`src/rtl/scv_pkg.sv`:
```
// Console-level defaults for the clock-enable generator and the hold state type.
// The hold machine is compiled in only when CE_GEN_HOLD_EN is defined.
package scv_pkg;

  localparam int SCV_CPU_DIV  = 14;
  localparam int SCV_VDC_POS0 = 2;
  localparam int SCV_VDC_POS1 = 9;
  localparam int SCV_AUD_MUL  = 22;
  localparam int SCV_AUD_DIV  = 105;

  // CPU phase counter state: counting normally, or parked on the cycle boundary.
  typedef enum logic {
    CE_RUN    = 1'b0,
    CE_PARKED = 1'b1
  } ce_hold_t;

endpackage

```
`src/rtl/frac_ce.sv`:
```
// One fractional-rate enable channel: fires MUL times every DIV clocks with no
// long-term drift. A load restarts the phase; freeze holds the phase and mutes CE.
module frac_ce
  import scv_pkg::*;
#(
  parameter int               ACC_W   = 8,
  parameter logic [ACC_W-1:0] MUL_RST = '0,
  parameter logic [ACC_W-1:0] DIV_RST = 1
) (
  input  logic             clk,
  input  logic             rst,
  input  logic             ld,
  input  logic             freeze,
  input  logic [ACC_W-1:0] mul_i,
  input  logic [ACC_W-1:0] div_i,
  output logic             ce
);

  logic [ACC_W-1:0] mul_q, mul_d;
  logic [ACC_W-1:0] div_q, div_d;
  logic [ACC_W-1:0] acc_q, acc_d;
  logic             ce_q, ce_d;
  logic [ACC_W:0]   nxt;
  logic             hit;

  // Next accumulator/CE; load beats freeze beats normal accumulation.
  always_comb begin
    mul_d = mul_q;
    div_d = div_q;
    acc_d = acc_q;
    ce_d  = 1'b0;
    nxt   = {1'b0, acc_q} + {1'b0, mul_q};
    hit   = (nxt >= {1'b0, div_q});
    if (ld) begin
      mul_d = mul_i;
      div_d = div_i;
      acc_d = '0;
    end else if (!freeze) begin
      ce_d  = hit;
      acc_d = hit ? ACC_W'(nxt - {1'b0, div_q}) : nxt[ACC_W-1:0];
    end
  end

  // Channel registers with synchronous reset to the build-time ratio.
  always_ff @(posedge clk) begin
    if (rst) begin
      mul_q <= MUL_RST;
      div_q <= DIV_RST;
      acc_q <= '0;
      ce_q  <= 1'b0;
    end else begin
      mul_q <= mul_d;
      div_q <= div_d;
      acc_q <= acc_d;
      ce_q  <= ce_d;
    end
  end

  assign ce = ce_q;

endmodule

```
`src/rtl/ce_gen.sv`:
```
// Clock-enable generator: CPU phase strobes, VDC enable and NCH fractional
// enables from the master clock. Define CE_GEN_HOLD_EN to build the CPU hold
// machine and per-channel freeze; otherwise HOLD_REQ is ignored, HOLD_ACK = 0.
//
// Hold handshake: HOLD_REQ is a level request. HOLD_ACK rises on the edge the
// phase counter parks at CPU_DIV-1 and stays high while HOLD_REQ stays high;
// dropping HOLD_REQ releases the counter on the next edge (HOLD_ACK falls there)
// and a request withdrawn before parking has no effect. HOLD_ACK is the decoded
// state register and doubles as the FSM debug view.
module ce_gen
  import scv_pkg::*;
#(
  parameter int                   CPU_DIV        = SCV_CPU_DIV,
  parameter int                   CP2N_POS       = 0,
  parameter int                   CP1P_POS       = 2,
  parameter int                   CP1N_POS       = 4,
  parameter int                   CP2P_POS       = 6,
  parameter int                   VDC_POS0       = SCV_VDC_POS0,
  parameter int                   VDC_POS1       = SCV_VDC_POS1,
  parameter int                   NCH            = 2,
  parameter int                   ACC_W          = 8,
  parameter logic [NCH*ACC_W-1:0] FRAC_MUL       = {8'd0, 8'(SCV_AUD_MUL)},
  parameter logic [NCH*ACC_W-1:0] FRAC_DIV       = {8'd1, 8'(SCV_AUD_DIV)},
  parameter logic [NCH-1:0]       FRAC_HOLD_MASK = '0
) (
  input  logic             CLK,
  input  logic             RES,
  input  logic             HOLD_REQ,
  output logic             HOLD_ACK,
  output logic             CP1_POSEDGE,
  output logic             CP1_NEGEDGE,
  output logic             CP2_POSEDGE,
  output logic             CP2_NEGEDGE,
  output logic             VDC_CE,
  input  logic [NCH-1:0]   FRAC_LD,
  input  logic [ACC_W-1:0] FRAC_MUL_I,
  input  logic [ACC_W-1:0] FRAC_DIV_I,
  output logic [NCH-1:0]   FRAC_CE
);

  localparam int            CW   = $clog2(CPU_DIV);
  localparam logic [CW-1:0] LAST = CW'(CPU_DIV - 1);

  ce_hold_t      state_q, state_d;
  logic [CW-1:0] ccnt_q, ccnt_d;
  logic          cp1p_q, cp1p_d, cp1n_q, cp1n_d;
  logic          cp2p_q, cp2p_d, cp2n_q, cp2n_d;
  logic          vdc_q, vdc_d;
  logic [NCH-1:0] freeze;

`ifndef CE_GEN_HOLD_EN
  logic unused_hold_req;
  assign unused_hold_req = HOLD_REQ;
`endif

  // Phase counter and hold state: park only on the last count of a CPU cycle.
  always_comb begin
    state_d = state_q;
    ccnt_d  = ccnt_q;
`ifdef CE_GEN_HOLD_EN
    case (state_q)
      CE_RUN: begin
        if (ccnt_q == LAST) begin
          if (HOLD_REQ) state_d = CE_PARKED;
          else          ccnt_d  = '0;
        end else begin
          ccnt_d = ccnt_q + 1'b1;
        end
      end
      CE_PARKED: begin
        if (!HOLD_REQ) begin
          state_d = CE_RUN;
          ccnt_d  = '0;
        end
      end
      default: state_d = CE_RUN;
    endcase
`else
    ccnt_d = (ccnt_q == LAST) ? '0 : ccnt_q + 1'b1;
`endif
  end

  // Strobe decode from the current count; registered so each lags its count by one.
  always_comb begin
    cp2n_d = (ccnt_q == CW'(CP2N_POS));
    cp1p_d = (ccnt_q == CW'(CP1P_POS));
    cp1n_d = (ccnt_q == CW'(CP1N_POS));
    cp2p_d = (ccnt_q == CW'(CP2P_POS));
    vdc_d  = (ccnt_q == CW'(VDC_POS0)) || (ccnt_q == CW'(VDC_POS1));
  end

  // Counter, hold state and strobe registers.
  always_ff @(posedge CLK) begin
    if (RES) begin
      state_q <= CE_RUN;
      ccnt_q  <= '0;
      cp1p_q  <= 1'b0;
      cp1n_q  <= 1'b0;
      cp2p_q  <= 1'b0;
      cp2n_q  <= 1'b0;
      vdc_q   <= 1'b0;
    end else begin
      state_q <= state_d;
      ccnt_q  <= ccnt_d;
      cp1p_q  <= cp1p_d;
      cp1n_q  <= cp1n_d;
      cp2p_q  <= cp2p_d;
      cp2n_q  <= cp2n_d;
      vdc_q   <= vdc_d;
    end
  end

  assign HOLD_ACK    = (state_q == CE_PARKED);
  assign CP1_POSEDGE = cp1p_q;
  assign CP1_NEGEDGE = cp1n_q;
  assign CP2_POSEDGE = cp2p_q;
  assign CP2_NEGEDGE = cp2n_q;
  assign VDC_CE      = vdc_q;
  assign freeze      = FRAC_HOLD_MASK & {NCH{HOLD_ACK}};

  for (genvar i = 0; i < NCH; i++) begin : g_ch
    frac_ce #(
      .ACC_W  (ACC_W),
      .MUL_RST(FRAC_MUL[i*ACC_W +: ACC_W]),
      .DIV_RST(FRAC_DIV[i*ACC_W +: ACC_W])
    ) u_ch (
      .clk   (CLK),
      .rst   (RES),
      .ld    (FRAC_LD[i]),
      .freeze(freeze[i]),
      .mul_i (FRAC_MUL_I),
      .div_i (FRAC_DIV_I),
      .ce    (FRAC_CE[i])
    );
  end

endmodule

```
`config.mk`:
```
export PLATFORM = sky130hd
export DESIGN_NAME = ce_gen
export DESIGN_NICKNAME = d
export VERILOG_FILES = /design/src/rtl/scv_pkg.sv /design/src/rtl/frac_ce.sv /design/src/rtl/ce_gen.sv
export SDC_FILE = /design/constraint.sdc
export NUM_CORES = 1
export LEC_CHECK = 0
export BUFFER_PORTS_ARGS = -buffer_cell sky130_fd_sc_hd__buf_2
export CAP_MARGIN = 20
export CORE_ASPECT_RATIO = 0.8
export CORE_MARGIN = 3
export CORE_UTILIZATION = 55
export CTS_BUF_LIST = sky130_fd_sc_hd__clkbuf_16
export DETAILED_ROUTE_END_ITERATION = 10
export MAX_ROUTING_LAYER = met4
export PLACE_DENSITY = 0.83
export SYNTH_ARGS = -nofsm -noshare
export SYNTH_HDL_FRONTEND = slang
export SYNTH_SLANG_ARGS = --single-unit
export TNS_END_PERCENT = 50
```
`constraint.sdc`:
```
create_clock -name CLK -period 3.1 [get_ports CLK]
set_input_delay 0.155 -clock CLK [delete_from_list [all_inputs] [get_ports CLK]]
set_output_delay 0.155 -clock CLK [all_outputs]
set_load 0.02 [all_outputs]
```
==> impl_metrics.tcl <==
set metrics [dict create \
    status "finished, violations left" \
    failing_checks "negative setup slack" \
    grt_pass1_vias 3143 \
    yosysTopAreaCellShare_pct 31.9 \
    synthFlopType "dfxtp_1" \
    critPathCaptureType "flop" \
    critical_path.max_fanout 6 \
    detail_route.first_pass.iterations 5 \
    worst_hold_slack_ns 0.0713 \
    max-slew-margin-rel_pct 51.1 \
    multi_input_area_mm2 0.00258 \
    max_freq_mhz 320 \
    design.die.area_mm2 0.00777 \
    yosysTopAreaCell "dfxtp_1" \
    synthMostInstantiatedCell "dfxtp_1" \
    postCtsHoldBufs 0 \
    grt_first_pass_wirelength_um 15100 \
    detail_route.wl_per_cell_um 19.8 \
    grt-ovfl-total 0 \
    power_frac_clock_pct 22.1 \
    total_grt_usage_pct 25.1 \
    boundaryPins 29 \
    placed_cell_area_mm2 0.00398 \
    nets 510 \
    power.share.sequential_pct 18.5 \
    timing_hold_violations_final 0 \
    clk-insertion-delay-late_ns 0.33 \
    cellInternalPower_mw 2.98 \
    clockBufferDepth 2 \
    min_path_type "primary input to flop" \
    final.period_utilization_pct 101 \
    syn_area_mm2 0.00371 \
    p_sw_share_pct 41.5 \
    synth_enable_flop_cells 0 \
    vias_per_cell 6.44 \
    power_leakage_nw 2.05 \
    comb_power_share_pct 59.4 \
    final.fill_count 438 \
    antenna_found_initial 0 \
    cts_tree "built" \
    syn_area_per_cell_um2 9.24 \
    yosys_warnings 0 \
    cts-buffers-inserted 9 \
    rr_worst_depth 13 \
    antenna_cells 0 \
    num_vias 3465 \
    post_synthesis_cell_count 401 \
    total_switching_power_mw 2.12 \
    crit_arrival_ns 3.34 \
    fp-row-count 26 \
    grt_max_degree 39 \
    power.ir.vdd_worst_v 0.000694 \
    critPathRequiredTime_ns 3.31 \
    number_of_register_bits_inferred_by_synthesis 59 \
    clk_tree_root_cell "clkbuf_16" \
    critical_path.startpoint_type "flop" \
    drt-initial-drc-count 346 \
    power_density_mw_per_mm2 1100 \
    fin_ws_ns -0.0252 \
    drt.antenna.violating_nets 0 \
    final.setup_skew_ns 0.00435 \
    synthTopCellsByArea "dfxtp_1, ha_1, mux2i_1" \
    total_power_mw 5.09 \
    maxCapViolCount 0 \
    place.detailed.hpwl_um 6370 \
    cts_sinks 59 \
    dpl_worst_slack_ns -0.0247 \
    syn_to_final_growth_pct 25.2 \
    dieHeight_um 79.4 \
    detail_route.drc_violations 0 \
    globalplace.congestion 0.949 \
    slew_viol_final 0 \
    type_of_the_worst_setup_path "flop to flop" \
    finalWorstPathRequiredPeriod_ns 3.13 \
    routed_wl_um 10700 \
    tightest_slew_ns 0.734 \
    layout-drive-gt1-share_pct 27.3 \
    sequential_cell_area_mm2 0.00118 \
    final_core_util_pct 71.7 \
    path_clk_slew_ns 0.05 \
    synth_seq_area_share_pct 31.9 \
    post_synth_most_frequent_cells "dfxtp_1, nor2_1, ha_1, mux2i_1, inv_1" \
    postLayoutCellArea_mm2 0.00464 \
    coreArea_mm2 0.00647 \
    whs_path_depth 3 \
    floorplan.initialDensity_pct 57.2 \
    placement.io_buffers 26 \
    die_width_um 97.8 \
    asyncSetResetFlopFracSynth_pct 0 \
    synth_fp_nets 462 \
    h-tree-depth 3 \
    setup_violations 3 \
    synth_cell_type_count 64 \
]
-- cells by family after synthesis --
family | synth area share [%]
flops | 31.9
simple gates | 16.6
fa+ha+maj | 14.3
compound gates | 21.3
mux | 8.51
buf+inv | 4.69
other cells | 0.101
xor+xnor | 2.60
-- final timing paths --
check / start / to / slack [ns]
worst max-delay path: g_ch[1].u_ch.acc_q[1]$_SDFF_PP0_ / g_ch[1].u_ch.acc_q[7]$_SDFF_PP0_ / -0.03
worst min-delay path: FRAC_DIV_I[3] / g_ch[0].u_ch.div_q[3]$_SDFFE_PP1P_ / 0.07
worst max register to register: g_ch[1].u_ch.acc_q[1]$_SDFF_PP0_ / g_ch[1].u_ch.acc_q[7]$_SDFF_PP0_ / -0.03
worst min register to register: g_ch[0].u_ch.div_q[3]$_SDFFE_PP1P_ / g_ch[0].u_ch.div_q[3]$_SDFFE_PP1P_ / 0.49
-- layout by cell type, fill, tap and decap left out, drive strengths merged, types with 2 or more instances in the layout --
master and instances:
nor3b 4, o221ai 2, nor4 4, o41ai 4
nor3 7, ha 36, a211oi 18, nor4b 3
nand3b 3, mux2i 30, nand2 15, xnor2 5
clkinv 3, dfxtp 59, nand3 4, a21boi 2
a31oi 4, fa 4, a21o 8, xor2 6
nand2b 2, clkbuf 9, o21a 4, o31a 2
a31o 2, or2 2, o21bai 3, o21ai 19
or4 3, buf 51, o211ai 3, nor2 45
a21oi 18, bufinv 3, nand4 15, nor2b 4
o31ai 7, inv 29
-- registers in the layout, summed over array words and instances (netlist names) --
register	cells
g_ch.u_ch.acc_q	16
g_ch.u_ch.div_q	16
g_ch.u_ch.mul_q	16
ccnt_q	4
g_ch.u_ch.ce	2
CP1_NEGEDGE	1
CP1_POSEDGE	1
CP2_NEGEDGE	1
CP2_POSEDGE	1
VDC_CE	1
-- area by class of cell --
class	instances	share of cell area (%)
clock inverters	7	2.32
clock buffers	9	4.85
repair buffers	51	7.12
flip-flops and latches	59	25.5
inverters	28	2.26
well taps	84	2.26
multi-input cells	300	55.7
-- power by group through the flow --
stage / Combinational, mW / Clock (mW) / Sequential (mW)
6_report: 3.02 / 1.13 / 0.942
4_1_cts: 2.43 / 1.13 / 0.935
5_1_grt: 3.20 / 1.16 / 0.951
3_3_place_gp: 2.26 / 0 / 0.943
2_1_floorplan: 1.74 / 0 / 0.936
3_5_place_dp: 2.32 / 0 / 0.946
-- per-stage QoR --
step,TNS (ns),std cells
5_1_grt,-0.938,538
2_1_floorplan,0,401
6_report,-0.0417,538
4_1_cts,0,525
3_5_place_dp,-0.0247,509
3_3_place_gp,0,509
-- layer usage --
| layer | global-route usage, % | routed length [µm] | vias to the layer above |
|---|---|---|---|
| met4 | 7.33 | 374 | 0 |
| li1 | - | - | 1575 |
| met1 | 31.4 | 4440 | 1674 |
| met5 | - | 0 | - |
| met3 | 7.60 | 928 | 50 |
| met2 | 39.6 | 4930 | 166 |
-- worst max-delay path, cell delays in order, from the launching register on --
cell	delay (ns)
dfxtp_1	0.33
ha_1	0.32
a21o_1	0.17
nand4_1	0.18
and4_1	0.22
or3_4	0.39
ha_2	0.18
a211oi_2	0.18
buf_4	0.15
o21ai_2	0.08
buf_4	0.16
a31oi_4	0.26
nor2_2	0.08
nor4_2	0.31
-- timing repair --
| action | 4_1_cts | 5_1_grt |
|---|---|---|
| pin swaps | 1 | 22 |
| endpoints found under the hold margin | 0 | 0 |
| endpoints found under the setup margin | 7 | 17 |
| buffers inserted | 0 | 13 |
| gates resized for setup | 6 | 39 |
No activity file was read; power rests on OpenSTA's default activity.
